==> config.mk <==
export PLATFORM = sky130hd
export DESIGN_NAME = pipeline_drain_fifo
export DESIGN_NICKNAME = d
export VERILOG_FILES = /design/src/rtl/pipeline_drain_fifo.sv
export SDC_FILE = /design/constraint.sdc
export NUM_CORES = 1
export LEC_CHECK = 0
export CORE_ASPECT_RATIO = 1.25
export CORE_MARGIN = 8
export CORE_UTILIZATION = 60
export CTS_BUF_LIST = sky130_fd_sc_hd__clkbuf_8
export CTS_CLUSTER_DIAMETER = 100
export CTS_CLUSTER_SIZE = 16
export DETAILED_ROUTE_END_ITERATION = 6
export PLACE_DENSITY_LB_ADDON = 0.12
export SLEW_MARGIN = 20
export SYNTH_ARGS = -nofsm -noshare
export SYNTH_HDL_FRONTEND = slang
export SYNTH_SLANG_ARGS = --single-unit
==> constraint.sdc <==
create_clock -name clk -period 3.1 [get_ports clk]
set_input_delay 0.62 -clock clk [delete_from_list [all_inputs] [get_ports clk]]
set_output_delay 0.62 -clock clk [all_outputs]
set_load 0.005 [all_outputs]
==> src/rtl/pipeline_drain_fifo.sv <==
// ---------------------------------------------------------------------------
// pipeline_drain_fifo
//
// Elastic buffer at the tail of a fixed-latency, non-stallable datapath.
// Upstream may launch a word only while issue_ok is high. Each grant reserves
// one FIFO slot, so every launched word has room when it comes out of the
// pipeline PIPE_LATENCY cycles later. Buffered words go to a stalling
// consumer over a first-word-fall-through valid/ready interface.
//
// Ports
//   clk, rst     clock; synchronous active-high reset
//   issue        upstream launches a word this cycle
//   issue_ok     credit available (decoded from registered credit only)
//   in_valid     word emerging from the fixed pipeline
//   in_data      emerging data word
//   out_valid    FIFO non-empty
//   out_data     head word (combinational read of the head slot)
//   out_ready    consumer accepts the head word
//   count        current occupancy
//   overflow     sticky protocol-error flag, cleared only by rst
// ---------------------------------------------------------------------------
module pipeline_drain_fifo #(
    parameter int BITWIDTH     = 8,
    parameter int DEPTH        = 8,
    parameter int PIPE_LATENCY = 4
) (
    input  logic                     clk,
    input  logic                     rst,
    input  logic                     issue,
    output logic                     issue_ok,
    input  logic                     in_valid,
    input  logic [BITWIDTH-1:0]      in_data,
    output logic                     out_valid,
    output logic [BITWIDTH-1:0]      out_data,
    input  logic                     out_ready,
    output logic [$clog2(DEPTH):0]   count,
    output logic                     overflow
);

    localparam int AW = $clog2(DEPTH);
    localparam int CW = AW + 1;
    localparam logic [CW-1:0] DEPTH_C = CW'(DEPTH);

    logic [BITWIDTH-1:0] mem_q [DEPTH];
    logic [AW-1:0]       wr_ptr_q, wr_ptr_d;
    logic [AW-1:0]       rd_ptr_q, rd_ptr_d;
    logic [CW-1:0]       count_q, count_d;
    logic [CW-1:0]       credit_q, credit_d;
    logic                overflow_q, overflow_d;

    logic full;
    logic pop;
    logic push;
    logic drop;
    logic issue_acc;
    logic issue_bad;

    assign full      = (count_q == DEPTH_C);
    assign issue_ok  = !rst && (credit_q != '0);
    assign out_valid = !rst && (count_q != '0);
    assign out_data  = mem_q[rd_ptr_q];
    assign count     = count_q;
    assign overflow  = overflow_q;

    assign pop       = out_valid && out_ready;
    assign issue_acc = issue && issue_ok;
    assign issue_bad = issue && !issue_ok;
    // A pop in the same cycle frees the slot the incoming word is written to.
    assign push      = in_valid && (!full || pop);
    assign drop      = in_valid && full && !pop;

    always_comb begin
        wr_ptr_d   = wr_ptr_q;
        rd_ptr_d   = rd_ptr_q;
        count_d    = count_q;
        credit_d   = credit_q;
        overflow_d = overflow_q | issue_bad | drop;

        if (push) begin
            wr_ptr_d = wr_ptr_q + AW'(1);
        end
        if (pop) begin
            rd_ptr_d = rd_ptr_q + AW'(1);
        end

        case ({push, pop})
            2'b10:   count_d = count_q + CW'(1);
            2'b01:   count_d = count_q - CW'(1);
            default: count_d = count_q;
        endcase

        // Saturate on return so a stray in_valid from a broken upstream cannot
        // inflate the credit pool beyond the physical depth.
        case ({issue_acc, pop})
            2'b10: credit_d = credit_q - CW'(1);
            2'b01: begin
                if (credit_q != DEPTH_C) begin
                    credit_d = credit_q + CW'(1);
                end
            end
            default: credit_d = credit_q;
        endcase
    end

    always_ff @(posedge clk) begin
        if (rst) begin
            wr_ptr_q   <= '0;
            rd_ptr_q   <= '0;
            count_q    <= '0;
            credit_q   <= DEPTH_C;
            overflow_q <= 1'b0;
        end else begin
            wr_ptr_q   <= wr_ptr_d;
            rd_ptr_q   <= rd_ptr_d;
            count_q    <= count_d;
            credit_q   <= credit_d;
            overflow_q <= overflow_d;
        end
    end

    // Storage is not reset; only the pointers and counters define validity.
    always_ff @(posedge clk) begin
        if (!rst && push) begin
            mem_q[wr_ptr_q] <= in_data;
        end
    end

    a_count_bound: assert property (@(posedge clk) disable iff (rst)
        count_q <= DEPTH_C);

    a_credit_bound: assert property (@(posedge clk) disable iff (rst)
        credit_q <= DEPTH_C);

    // At most PIPE_LATENCY words can be in flight, so when the pipeline is
    // shorter than the buffer an exhausted credit pool implies buffered words.
    a_credit_vs_inflight: assert property (@(posedge clk) disable iff (rst)
        (credit_q == '0 && PIPE_LATENCY < DEPTH) |-> (count_q != '0));

endmodule
==> impl_metrics.py, run 1 <==
metrics = {
    "yosys": {
        "postSynthAreaPerCell_um2": 16.2,
        "yosys_warnings": 0,
        "yosys.cell_types.count": 45,
        "synth-edff-count": 64,
        "synth-seq-cells": 82,
        "syn-num-nets": 231,
        "yosysSeqAreaShare_pct": 66.4,
        "post_synth_instance_area_um2": 3440,
        "synthArstFlopShare_pct": 0,
        "synth_cells": 212,
        "synthFlopType": "edfxtp_1",
    },
    "worst_setup_path": {
        "crit_slowest_cell": "mux4_2",
        "max_stage_delay_ns": 0.54,
        "cp.required_ns": 2.48,
        "worst_setup_path_end_kind": "primary output",
        "critical_path_arrival_ns": 2.24,
        "crit_type": "reg2out",
        "path_max_fanout": 16,
        "start_kind": "register",
        "worstPathCellList": "buf_4 > mux4_2 > mux2_2 > clkdlybuf4s50_1",
    },
    "die": {
        "row_count": 31,
        "die-area_um2": 8430,
        "io_pins": 28,
        "die_x_um": 83.7,
        "initial_core_util_pct": 60.7,
        "die_h_um": 101,
        "core_area_um2": 5660,
    },
    "timing": {
        "setup_viol": 0,
        "final.setup.tns_ns": 0,
        "finalHoldViolations": 0,
        "fin_crit_sh_pct": 92.3,
        "slew-limit-headroom_pct": 63.5,
        "fmax_mhz": 350,
        "tightest_slew_ns": 0.542,
        "fin_skew_ns": 0.00670,
        "maxSlewViolCount": 0,
        "rsz0062_at_grt": "false",
        "min_period_ns": 2.86,
    },
    "global_route": {
        "antenna_found_initial": 0,
        "grt_max_degree": 17,
        "grt_pass1_wl_um": 10500,
        "gr-usage-all-layers_pct": 16.3,
        "grt.overflow.total": 0,
        "grt_pass1_vias": 2073,
    },
    "run_status": {
        "outcome": "finished, final reports clean",
    },
    "route": {
        "wl_per_cell_um": 20.1,
        "wl_met1_um": 2590,
        "dr_total_vias": 1927,
        "top_layer_used": "met4",
        "drtIter0Drc": 149,
        "wl_um": 6560,
        "antenna_left": 0,
        "post-route-drc-count": 0,
        "met2_length_um": 3650,
        "met3_length_um": 168,
        "vias_per_cell": 5.91,
        "dr.pass1.iters": 4,
    },
    "pwr": {
        "leakage_nw": 1.37,
        "p_per_area_nw_per_um2": 593,
        "vdd_drop_max_uv": 405,
        "finalPower_mw": 2.40,
    },
    "cts": {
        "cts_buffers": 9,
        "htreeDepth": 3,
        "cts_resized": 0,
        "clock_sinks": 82,
        "cts_tree": "yes",
        "cts_hold_buf": 0,
        "clk_path_buf_depth": 2,
        "clk_pin_slew_ns": 0.08,
        "cts_setup_buffers": 0,
        "clock-root-buffer": "clkbuf_8",
        "clock_latency_ns": 0.34,
    },
    "place": {
        "hpwl_um": 4490,
        "placed_area_um2": 3850,
        "gp_congestion": 0.765,
        "portBuffers": 27,
    },
    "cells_and_area": {
        "n_antenna_cell": 0,
        "final_layout_size_suffix_gt1_share_pct": 22.7,
        "final_area_um2": 4040,
        "fin_nets": 274,
        "syn_to_final_growth_pct": 17.4,
    },
    "job": {
        "cap_violations": 0,
    },
    "worst_hold_path": {
        "hold_class": "reg2reg",
    },
}
## placed cells by master (no fill, tap or decap), drive strengths merged, types with 2 or more instances in the layout
cell and n:
nand3 3, nor2 16, o211ai 2, mux2 11, nand2 8, mux2i 3
nor2b 5, inv 6, nor4 4, o21ai 6, dfxtp 18, xnor2 3
nor3 7, nand2b 3, or3 2, edfxtp 64, a21o 2, clkinv 3
ha 5, xor2 2, buf 14, a21oi 4, clkbuf 9, clkdlybuf4s50 27
mux4 16, a22oi 2
## routing by layer
metal / vias to the layer above / track usage [%]
met2: 45 / 29.9
met1: 951 / 17.1
met5: - / 0
met3: 14 / 3.64
met4: 0 / 8.12
li1: 917 / -
## registers in the layout, summed over array words and instances (netlist names), named ones only
register	cells
mem_q	64
count	4
credit_q	4
rd_ptr_q	3
wr_ptr_q	3
overflow	1
## cell families (layout without fill, tap and decap cells)
logic type	after synthesis	count (layout)	share of synthesized area (%)
AO/OA/AOI/OAI	24	24	5.13
AND/OR/NAND/NOR	52	52	7.86
multiplexers	30	30	15.1
adder cells (fa/ha/maj)	6	6	2.40
buffers and inverters	13	61	1.93
XOR/XNOR	5	5	1.27
flip-flops	82	82	66.4
## per-stage QoR
stage               util (%)  std cells  hold slack [ns]  setup slack (ns)
floorplan                  -        212            0.463             0.569
global placement        68.0        310            0.478             0.399
detailed placement      68.0        310            0.498             0.263
CTS                     71.3        326            0.539             0.185
global route            71.3        326            0.567             0.110
finish                  71.3        326            0.542             0.239
## synth_stat cells, types with 4 or more instances
cell       n  area (um^2)
nor2_1    16         60.1
inv_1      4         15.0
nor2b_1    5         31.3
edfxtp_1  64         1920
dfxtp_1   18          360
ha_1       5         62.6
mux2_2     8         90.1
o21ai_0    4         20.0
nor3_1     7         35.0
a21oi_1    4         20.0
nand2_1    8         30.0
mux4_2    16          360
## critical path, delay by kind of cell (launching register included)
kind	cells	cell delay, ns
buffers and inverters	2	0.78
flip-flops	1	0.31
multiplexers	2	0.81
## report_power, final
group          switching, mW  leakage, nW  internal, mW
Sequential            0.0532        0.726          1.23
Clock                  0.365       0.0992         0.364
Combinational          0.178        0.544         0.207
Total                  0.596         1.37          1.80
## final timing paths
kind                                 start                       end  slack, ns  depth (start not counted)
setup reg to reg  credit_q[0]$_SDFFE_PP0P_  credit_q[3]$_SDFFE_PP1P_       0.59                          9
hold / removal         overflow$_SDFF_PP0_       overflow$_SDFF_PP0_       0.54                          2
hold reg to reg        overflow$_SDFF_PP0_       overflow$_SDFF_PP0_       0.54                          2
setup / recovery                  register               out_data[0]       0.24                          4
## final cells by class
cell class,count,area (um^2)
multi-input cells,117,1100
well taps,66,82.6
clock buffers,9,124
repair buffers,41,375
clock inverters,7,62.6
fillers,366,1620
inverters,4,15.0
flip-flops and latches,82,2280
No activity file was read; power rests on OpenSTA's default activity.
==> run 2, diff against run 1 <==
--- a/config.mk
+++ b/config.mk
@@ -13,6 +13,7 @@
 export CTS_CLUSTER_SIZE = 16
 export DETAILED_ROUTE_END_ITERATION = 6
 export PLACE_DENSITY_LB_ADDON = 0.12
+export SKIP_LAST_GASP = 1
 export SLEW_MARGIN = 20
 export SYNTH_ARGS = -nofsm -noshare
 export SYNTH_HDL_FRONTEND = slang
==> results of run 2 <==
The final DEF is identical to that of run 1; final timing and power are the same.
